==> src/rtl/alu_driver.sv <==
// Sequences one operation at a time through a registered ALU of fixed latency and
// holds the captured result on a valid/ready response port until it is consumed.
module alu_driver #(
    parameter int unsigned WORD_SIZE   = 32,
    parameter int unsigned ALU_LATENCY = 1
) (
    input  logic                 clk,
    input  logic                 reset,
    input  logic                 req_valid,
    output logic                 req_ready,
    input  logic [2:0]           req_op,
    input  logic [WORD_SIZE-1:0] req_a,
    input  logic [WORD_SIZE-1:0] req_b,
    output logic [2:0]           alu_control,
    output logic [WORD_SIZE-1:0] alu_in_1,
    output logic [WORD_SIZE-1:0] alu_in_2,
    input  logic [WORD_SIZE-1:0] alu_out,
    output logic                 rsp_valid,
    input  logic                 rsp_ready,
    output logic [WORD_SIZE-1:0] rsp_data,
    output logic [2:0]           rsp_op,
    output logic                 busy,
    output logic [15:0]          op_count
);

    typedef enum logic [1:0] {StIdle, StWait, StResp} state_e;

    localparam logic [2:0] LatCnt = 3'(ALU_LATENCY);

    state_e               state_q, state_d;
    logic [2:0]           wait_cnt_q;
    logic [2:0]           alu_control_q;
    logic [WORD_SIZE-1:0] alu_in_1_q;
    logic [WORD_SIZE-1:0] alu_in_2_q;
    logic [WORD_SIZE-1:0] rsp_data_q;
    logic [2:0]           rsp_op_q;
    logic [15:0]          op_count_q;

    always_ff @(posedge clk) begin
        if (reset) begin
            state_q <= StIdle;
        end else begin
            state_q <= state_d;
        end
    end

    always_comb begin
        state_d = state_q;
        unique case (state_q)
            StIdle:  if (req_valid) state_d = StWait;
            StWait:  if (wait_cnt_q == 3'd0) state_d = StResp;
            StResp:  if (rsp_ready) state_d = StIdle;
            default: state_d = StIdle;
        endcase
    end

    // req_ready is forced low while reset is asserted, so nothing is accepted that edge.
    always_comb begin
        req_ready = (state_q == StIdle) && !reset;
        busy      = !req_ready;
        rsp_valid = (state_q == StResp);
    end

    always_ff @(posedge clk) begin
        if (reset) begin
            wait_cnt_q    <= 3'd0;
            alu_control_q <= 3'd0;
            alu_in_1_q    <= '0;
            alu_in_2_q    <= '0;
            rsp_data_q    <= '0;
            rsp_op_q      <= 3'd0;
            op_count_q    <= 16'd0;
        end else begin
            unique case (state_q)
                StIdle: begin
                    if (req_valid) begin
                        alu_control_q <= req_op;
                        alu_in_1_q    <= req_a;
                        alu_in_2_q    <= req_b;
                        rsp_op_q      <= req_op;
                        wait_cnt_q    <= LatCnt;
                    end
                end
                StWait: begin
                    if (wait_cnt_q != 3'd0) begin
                        wait_cnt_q <= wait_cnt_q - 3'd1;
                    end else begin
                        rsp_data_q <= alu_out;
                    end
                end
                StResp: begin
                    if (rsp_ready) begin
                        op_count_q <= op_count_q + 16'd1;
                    end
                end
                default: ;
            endcase
        end
    end

    assign alu_control = alu_control_q;
    assign alu_in_1    = alu_in_1_q;
    assign alu_in_2    = alu_in_2_q;
    assign rsp_data    = rsp_data_q;
    assign rsp_op      = rsp_op_q;
    assign op_count    = op_count_q;

endmodule

==> config.mk <==
export PLATFORM = sky130hd
export DESIGN_NAME = alu_driver
export DESIGN_NICKNAME = d
export VERILOG_FILES = /design/src/rtl/alu_driver.sv
export SDC_FILE = /design/constraint.sdc
export NUM_CORES = 1
export LEC_CHECK = 0
export BUFFER_PORTS_ARGS = -buffer_cell sky130_fd_sc_hd__buf_2
export CAP_MARGIN = 40
export CORE_MARGIN = 1
export CORE_UTILIZATION = 47
export CTS_BUF_LIST = sky130_fd_sc_hd__clkbuf_4
export CTS_CLUSTER_DIAMETER = 150
export DETAILED_ROUTE_END_ITERATION = 16
export PLACE_DENSITY = 0.91
export SKIP_CTS_REPAIR_TIMING = 1
export SLEW_MARGIN = 25
export SYNTH_ARGS = -nofsm -noshare
export SYNTH_HDL_FRONTEND = slang
export SYNTH_SLANG_ARGS = --single-unit
==> constraint.sdc <==
create_clock -name clk -period 2.31 [get_ports clk]
set_input_delay 0.231 -clock clk [delete_from_list [all_inputs] [get_ports clk]]
set_output_delay 0.231 -clock clk [all_outputs]
set_load 0.005 [all_outputs]
# After elaboration in Yosys (flattened, before gate mapping)
# Cells that the tools add are included.
# word_totals
in_bits	103
elab_cells	35
n_memories	0
output_inout_bits	121
latch_bits	0
ram_bits	0
romBits	0
register_bits	120
# classes
muxes	7
n_reduce_logical	12
bitwise	1
eq_ne	6
n_shift	0
n_div	0
order_cmp	0
addsub	2
multipliers	0
# op_table
op	count
$add A16 B1 Y16 const B	1
$mux W2	3
$mux W3	2
$ne A2 B2 Y1 const B	3
$pmux W2 S3	1
$pmux W3 S2	1
$reduce_and A2 Y1	3
$reduce_and A3 Y1	2
$logic_not A3 Y1	1
$reduce_bool A3 Y1	1
$sub A3 B1 Y3 const B	1
$eq A2 B1 Y1 const B	1
$eq A2 B2 Y1 const B	1
$logic_not A1 Y1	2
$logic_not A2 Y1	1
$ne A2 B1 Y1 const B	1
$reduce_bool A2 Y1	1
$logic_and A1 B1 Y1	1
$not A1 Y1	1

# Depth between registers and ports, before layout
# Gate-level depths: netlist of run 1.
# logic_depth
ltp_word	3
mapped_depth	7
ltp_nobuf	6

# Worst setup path before layout of run 1
# OpenSTA, ideal clock, no wires.
# synth_timing
path_kind	register -> register
from	register op_count_q[2], in the netlist op_count[2]
to	register op_count_q[9], in the netlist op_count[9]
required_time_ps	2187
slack_ps	669
path_stages_with_launch	5
arrival_ps	1517
n_path_buf	0
period_less_slack_ps	1641
setup_time_ps	123
path_cell_list	dfxtp_1 nand4_4 or4_4 nor2_2 mux2_1
# synth_via
elab_chain_cells	1
# synth_rtl
element	line	rtl
start: declaration	37	logic [15:0] op_count_q;
start signal: assignment	93	op_count_q <= op_count_q + 16'd1;
$add A16 B1 Y16	93	
# Every way passes these cells.
# A chain may end at the register's enable or synchronous reset.

# Worst setup path after layout of run 1
# layout_timing
from	register state_q[1]
to	register op_count_q[9], in the netlist op_count[9]
# layout_via
elab_chain_cells	2
# layout_rtl
element	line	rtl
start: declaration	30	state_e state_q, state_d;
start signal: assignment	41	state_q <= StIdle;
start signal: assignment	43	state_q <= state_d;
$eq A2 B2 Y1	74	unique case (state_q)
$reduce_and A2 Y1 (no line)	-	
# Every way passes these cells.

==> results.toml, run 1 <==
[timing]
rsz0062_at_grt = "false"
slew_headroom_pct = 69.1
final_max_slew_viol_count = 0
final_hold_viol_count = 0
skew_ps = 17.8
final.period_utilization_pct = 79.5
fin_crit_ps = 1840
setup_viol = 0
fin_setup_tns_ps = 0
fmax_mhz = 545
tightest_slew_ps = 464

[placement]
placed_cells = 855
place.gp.congestion = 0.768
hpwl_mm = 7.67
io_buffer_count = 223

[critical_path]
path_cells = "nand3b_2, or4_4, nor2_2, mux2_1"
cp_max_fo = 10
slowest_delay_ps = 590
crit_buf_inv = 0
cp.arrival_ps = 2230
start_kind = "register"
required_ps = 2710
critPathKind = "reg2reg"
critPathSlowestCell = "dfxtp_1"
endpoint_kind = "register"
cp_top_family = "simple AND/OR/NAND/NOR gates"

[cts]
cts_buffer_depth = 2
cts_buffers = 17
clk_pin_slew_worst_paths_ps = 120
h-tree-depth = 4
clock-sinks = 120
cts_tree = "done"
clk-insertion-delay-late_ps = 490
clockRootBuffer = "clkbuf_4"

[drt]
drc = 0
viasPerCell = 5.10
antenna_left = 0
drt_iter0_markers = 200
wire_per_inst_um = 14.8
vias = 5029
wl_mm = 14.7
drtPass1Iterations = 6

[synth]
ys_seq_area_share_pct = 54.0
synth_nets = 659
synth_top_area_share_pct = 54.0
syn_inst = 553
yosysWarnings = 0
avgSynthCellArea_um2 = 8.04
yosysTopAreaCell = "dfxtp_1"
netlist-cell-type-count = 37
synth.top_cells.by_area = "dfxtp_1 (54%), nand2_1 (17%), a21oi_1 (12%)"
synthesis.area_mm2 = 0.00445
ys_seq_elements = 120

[die]
core_area_mm2 = 0.00920
die_area_mm2 = 0.00986
start_util_pct = 48.4
die_w_um = 99.3
placementRows = 35
ios = 224
fp.dieH_um = 99.3

[global_routing]
grt_max_degree = 71
grt_overflow = 0
grt_antenna_before_repair = 0
grt_pass1_wl_mm = 17.4
first_global_vias = 3997
gr-usage-all-layers_pct = 22.4

[power]
power.internal_mw = 3.38
p_sw_share_pct = 28.3
seqPwrFrac_pct = 48.6
p_switching_mw = 1.33
ir_worst_vdd_mv = 0.375
leakagePower_nw = 3.24
powerDensity_mw_per_mm2 = 679
p_comb_share_pct = 17.6
clkPwrFrac_pct = 33.8

[finish]
final.fill_count = 618
syn2layout_area_growth_pct = 55.8
nNetsFinal = 969
drive_gt1_share_pct = 30.8
layout.cells.non_filler = 987
diodes = 0

[hold_path]
min_path_type = "in2reg"

[job]
maxCapViolations = 0

[run_status]
status = "finished clean"
-- power groups by stage --
stage               combinational [mW]  clock, mW  sequential, mW
global placement                 0.646          0            2.32
detailed placement               0.659          0            2.33
finish                           0.827       1.59            2.29
global route                     0.903       1.73            2.31
floorplan                        0.343          0            2.33
CTS                              0.661       1.64            2.28
-- Yosys cell counts --
master       n
nand2_1    206
dfxtp_1    120
a21oi_1    105
clkbuf_1    25
nor2_1      19
inv_1        9
buf_2        7
nor3_1       6
xnor2_1      6
nor2b_1      5
buf_4        4
nand4_1      4
xor2_1       4
ha_1         3
nand2b_1     3
a211oi_1     2
buf_1        2
mux2_1       2
nand3_1      2
or3_1        2
a2111oi_0    1
a21bo_2      1
a31o_2       1
a31oi_1      1
and3_1       1
and3b_1      1
nand3b_1     1
nand3b_2     1
nand4_4      1
nand4b_4     1
nor2_2       1
nor3b_2      1
nor4_1       1
nor4_4       1
o21ai_0      1
o21ba_1      1
or4_4        1
-- worst min-delay path, stage by stage --
cell and delay [ps]:
buf_2 140, nand2b_1 110, a21oi_1 50
-- cell usage in the layout, fill, tap and decap left out, types with 2 or more instances in the layout --
cell           netlist  final
a211oi_1             2      2
clkinv_4             0      4
nor2_1              19     18
xor2_1               4      4
buf_12               0      2
nand2_1            206    205
bufinv_16            0      3
a21oi_1            105    105
ha_1                 3      3
clkbuf_4             0     18
clkinvlp_4           0      2
dfxtp_1            120    120
nor3_1               6      6
buf_4                4      5
inv_1                9      9
dlygate4sd3_1        0    100
inv_6                0      3
nor2b_1              5      5
nand2b_1             3      3
buf_2                7    222
mux2_1               2      2
xnor2_1              6      6
or3_1                2      2
clkinv_1             0      2
nor2_2               1      2
nand4_1              4      4
nand3_1              2      2
-- worst paths after layout --
kind	startpoint	end	slack (ps)	cells after the start
setup / recovery	state_q[1]	op_count[9]	470	4
hold / removal	rsp_ready	state_q[1]	80	3
setup reg to reg	state_q[1]	op_count[9]	470	4
hold reg to reg	alu_in_2[28]	alu_in_2[28]	460	2
-- registers in the layout (all words and copies together), names as in the netlist --
name and flops:
rsp_data 32, alu_in_2 32, wait_cnt_q 3, state_q 2
alu_in_1 32, op_count 16, rsp_op 3
-- through the flow --
step           total power [mW]  utilization [%]  hold slack [ps]  worst slack, ps  area (µm²)
6_report                   4.71             75.4             84.2              474        6930
5_1_grt                    4.93             75.4             66.5              389        6930
4_1_cts                    4.58             64.5             -105              443        5930
3_5_place_dp               2.99             61.1              443              499        5620
3_3_place_gp               2.97             61.1              438              525        5620
2_1_floorplan              2.68                -              367              669        4450
-- kinds of logic after synthesis --
group | count (synthesis) | share of synthesized area (%)
compound gates | 113 | 13.2
xor+xnor | 10 | 1.97
fa+ha+maj | 3 | 0.844
buf+inv | 47 | 4.50
flops | 120 | 54.0
mux | 2 | 0.506
simple gates | 258 | 24.9
-- metal layers --
layer,vias to the layer above,part of all wire [%],routed length (µm),track usage [%]
li1,2416,-,-,-
met1,2306,36,5340,22.7
met2,251,52,7680,40.9
met3,56,7.9,1160,8.78
met4,0,3.2,470,9.16
met5,-,0,0,0
-- area by class of cell --
class	instances	area (µm²)	share of cell area (%)
multi-input combinational	386	1860	26.8
clock inverter	14	174	2.51
timing repair buffer	329	2190	31.6
clock buffer	18	135	1.95
inverter	9	33.8	0.487
tap	111	139	2.00
sequential	120	2400	34.7
(Power assumes the default switching activity.)
==> run 2: changes to the inputs <==
Clock period 2.31 ns to 1.7 ns, I/O delays scaled along.
==> run 2 against run 1 <==
Effect of this change:
- critical endpoint is now req_ready
- critical path type is now reg2out
- final cell count rose by 1.5%
- combinational power grew 48%
- worst setup slack worse by 420 ps
- worst hold slack got worse by 45 ps
==> results.toml, run 2 (synthesis results as in run 1) <==
[critical_path]
cp_max_fo = 7
critPathKind = "reg2out"
path_cells = "buf_6, or3_4, inv_2, buf_6"
slowest_delay_ps = 380
required_ps = 1530
critPathSlowestCell = "or3_4"
cp_common_cell = "buf_6"
start_kind = "register"
rrSetupSlack_ps = 80
crit_buf_inv = 3
endpoint_kind = "output pin"
cp.arrival_ps = 1470
cp_top_family = "simple AND/OR/NAND/NOR gates"

[global_routing]
grt_overflow = 0
first_global_vias = 3902
grt_max_degree = 56
grt_pass1_wl_mm = 17.8
grt_antenna_before_repair = 0
gr-usage-all-layers_pct = 22.7

[timing]
tightest_slew_ps = 557
fin_crit_ps = 1640
final_hold_viol_count = 0
slew_headroom_pct = 62.9
timing.hold.ws_ps = 39.1
final_max_slew_viol_count = 0
rsz0062_at_grt = "true"
fmax_mhz = 609
setup_viol = 0
final.period_utilization_pct = 96.6
skew_ps = 21.4
fin_setup_tns_ps = 0

[die]
placementRows = 35
ios = 224
die_area_mm2 = 0.00986
fp.dieH_um = 99.3
core_area_mm2 = 0.00920
start_util_pct = 48.4
die_w_um = 99.3

[placement]
io_buffer_count = 223
hpwl_mm = 8.05
place.gp.congestion = 0.800

[job]
maxCapViolations = 0

[power]
leakagePower_nw = 3.34
p_sw_share_pct = 29.1
powerDensity_mw_per_mm2 = 922
ir_worst_vdd_mv = 0.744
finalPower_mw = 6.57
power.internal_mw = 4.65
p_comb_share_pct = 18.6
p_switching_mw = 1.91
clkPwrFrac_pct = 34.1
seqPwrFrac_pct = 47.3

[finish]
syn2layout_area_growth_pct = 60.1
diodes = 0
drive_gt1_share_pct = 32.5
regArea_mm2 = 0.00240
final_cell_mix = "buf_2 (221), nand2_1 (205), dfxtp_1 (118)"
final.fill_count = 578
layout_commonest_cell = "buf_2"
nNetsFinal = 984
multi_input_area_mm2 = 0.00186

[cts]
h-tree-depth = 4
cts_buffers = 17
clockRootBuffer = "clkbuf_4"
clk_pin_slew_worst_paths_ps = 110
cts_tree = "done"
clk-insertion-delay-late_ps = 500
cts_buffer_depth = 2
clock-sinks = 120

[drt]
drt_iter0_markers = 197
wl_mm = 15.5
vias = 5159
viasPerCell = 5.15
antenna_left = 0
wire_per_inst_um = 15.4
drtPass1Iterations = 5
drc = 0

[run_status]
status = "finished clean"

[hold_path]
min_path_type = "in2reg"
run 2: metal layers:
metal | global-route usage, % | part of all wire, % | vias to the layer above
met3 | 8.29 | 7.0 | 57
met5 | 0 | 0 | -
met4 | 7.35 | 3.6 | 0
li1 | - | - | 2447
met2 | 39.6 | 53 | 273
met1 | 25.6 | 36 | 2382
run 2: power by group through the flow:
stage	sequential (mW)	combinational (mW)	clock, mW
after CTS	3.09	0.966	2.27
after global placement	3.14	0.941	0
final	3.11	1.22	2.24
after detailed placement	3.15	0.964	0
after global routing	3.13	1.32	2.41
after floorplan	3.17	0.465	0
run 2: metrics by stage:
step / instances / setup slack, ps / area [µm²] / util (%)
after floorplan: 553 / 59.3 / 4450 / -
after global placement: 866 / 150 / 5750 / 62.6
after detailed placement: 866 / 122 / 5750 / 62.6
after CTS: 898 / -51.9 / 6070 / 66.0
after global routing: 1002 / -17.6 / 7120 / 77.4
final: 1002 / 57.3 / 7120 / 77.4
run 2: area by class of cell:
cell class / instances / share of cell area (%)
tap: 111 / 1.95
clock buffer: 17 / 1.79
sequential: 120 / 33.8
inverter: 9 / 0.474
timing repair buffer: 344 / 33.2
clock inverter: 15 / 2.64
multi-input combinational: 386 / 26.1
run 2: final timing paths:
check                    start  depth (start not counted)            to
setup / recovery    state_q[1]                          4     req_ready
hold / removal       rsp_ready                          3    state_q[1]
setup reg to reg    state_q[0]                          4   op_count[9]
hold reg to reg   alu_in_2[30]                          2  alu_in_2[30]
run 2: worst min-delay path: stages:
cell,delay [ps]
buf_2,140
nand2b_1,110
a21oi_1,60
==> run 3: changes to the inputs <==
Settings changed: CAP_MARGIN 40 to unset, RECOVER_POWER set to 50.
==> run 3 against run 2 <==
Effect of this change:
- register-to-register slack hardly changed
- routed wire length is 0.31% higher
- via count down 0.17%
- sequential power about the same
- largest power group unchanged
- worst hold slack gained 6.9 ps
- clock power about the same
- critical path depth stayed put
- total power down 0.35%
- clock skew decreased by 0.56 ps
==> results.toml, run 3 (synthesis results as in run 1) <==
[power]
p_comb_share_pct = 18.4
p_sw_share_pct = 29.2
clkPwrFrac_pct = 34.1
powerDensity_mw_per_mm2 = 928
leakagePower_nw = 3.13
power.internal_mw = 4.63
ir_worst_vdd_mv = 0.737
p_switching_mw = 1.91
seqPwrFrac_pct = 47.5

[finish]
utilization_pct = 76.7
drive_gt1_share_pct = 26.7
diodes = 0
nNetsFinal = 984
layout_commonest_cell = "nand2_1"
final_cell_mix = "nand2_1 (205), buf_2 (170), dfxtp_1 (119)"
syn2layout_area_growth_pct = 58.6

[timing]
tightest_slew_ps = 559
fmax_mhz = 608
slew_headroom_pct = 62.8
final.period_utilization_pct = 96.7
skew_ps = 20.9
fin_crit_ps = 1640
final_hold_viol_count = 0
rsz0062_at_grt = "true"
final_max_slew_viol_count = 0
setup_viol = 0
postLayoutSetupSlackWorst_ps = 56.1

[die]
fp.dieH_um = 99.3
die_w_um = 99.3
start_util_pct = 48.4
ios = 224
die_area_mm2 = 0.00986
placementRows = 35
core_area_mm2 = 0.00920

[critical_path]
path_cells = "buf_6, or3_4, inv_2, buf_6"
critPathSlowestCell = "or3_4"
cp_common_cell = "buf_6"
required_ps = 1530
rrSetupSlack_ps = 70
start_kind = "register"
cp_max_fo = 7
critPathKind = "reg2out"
endpoint_kind = "output pin"
cp.arrival_ps = 1470
slowest_delay_ps = 380

[placement]
hpwl_mm = 8.05
place.gp.congestion = 0.800
dpl_worst_slack_ps = 122
io_buffer_count = 223

[cts]
cts_buffers = 17
clockRootBuffer = "clkbuf_4"
clk-insertion-delay-late_ps = 490
clock-sinks = 120
h-tree-depth = 4
cts_tree = "done"
clk_pin_slew_worst_paths_ps = 110
cts_buffer_depth = 2

[global_routing]
grt_max_degree = 56
grt_overflow = 0
gr-usage-all-layers_pct = 22.7
grt_antenna_before_repair = 0
grt_pass1_wl_mm = 17.8
first_global_vias = 3902

[drt]
wl_mm = 15.5
wire_per_inst_um = 15.5
drc = 0
drt_iter0_markers = 179
viasPerCell = 5.14
drtPass1Iterations = 4
vias = 5150
antenna_left = 0

[hold_path]
min_path_type = "in2reg"

[job]
maxCapViolations = 0

[run_status]
status = "finished clean"
-- run 3: critical path: cells and delay by family, from the launching register on --
kind	cells	cell delay, ps
simple gates	1	380
flops	1	350
buf+inv	3	270
-- run 3: routing by layer --
layer / part of all wire (%) / GRT usage (%) / vias up / wire (µm)
met1: 37 / 25.6 / 2400 / 5690
met4: 3.6 / 7.35 / 0 / 557
met5: 0 / 0 / - / 0
li1: - / - / 2447 / -
met2: 53 / 39.6 / 242 / 8270
met3: 6.3 / 8.29 / 61 / 981
-- run 3: layout make-up --
type | count | area [µm²]
Sequential cell | 120 | 2400
Timing Repair Buffer | 344 | 2300
Fill cell | 624 | 2140
Multi-Input combinational cell | 386 | 1860
Clock inverter | 15 | 188
Tap cell | 111 | 139
Clock buffer | 17 | 128
Inverter | 9 | 33.8
-- run 3: power groups by stage --
stage	sequential [mW]	combinational [mW]	clock [mW]
after floorplan	3.17	0.465	0
after global placement	3.14	0.941	0
after detailed placement	3.15	0.964	0
after CTS	3.09	0.966	2.27
after global routing	3.13	1.30	2.41
final	3.11	1.20	2.23
-- run 3: worst paths after layout --
kind / from / endpoint / cells past startpoint
hold reg to reg: alu_in_1[9] / alu_in_1[9] / 2
setup reg to reg: state_q[0] / op_count[9] / 4
hold / removal: rsp_ready / state_q[1] / 3
setup / recovery: state_q[1] / req_ready / 4
-- run 3: per-stage QoR --
step           cells  cell area (µm²)  TNS [ps]  total power [mW]  hold WS (ps)
3_3_place_gp     866             5750         0              4.08           410
3_5_place_dp     866             5750         0              4.12           414
6_report        1002             7060         0              6.54          46.0
5_1_grt         1002             7060     -28.2              6.83          25.7
4_1_cts          898             6070     -86.4              6.33          -150
2_1_floorplan    553             4450         0              3.64           306
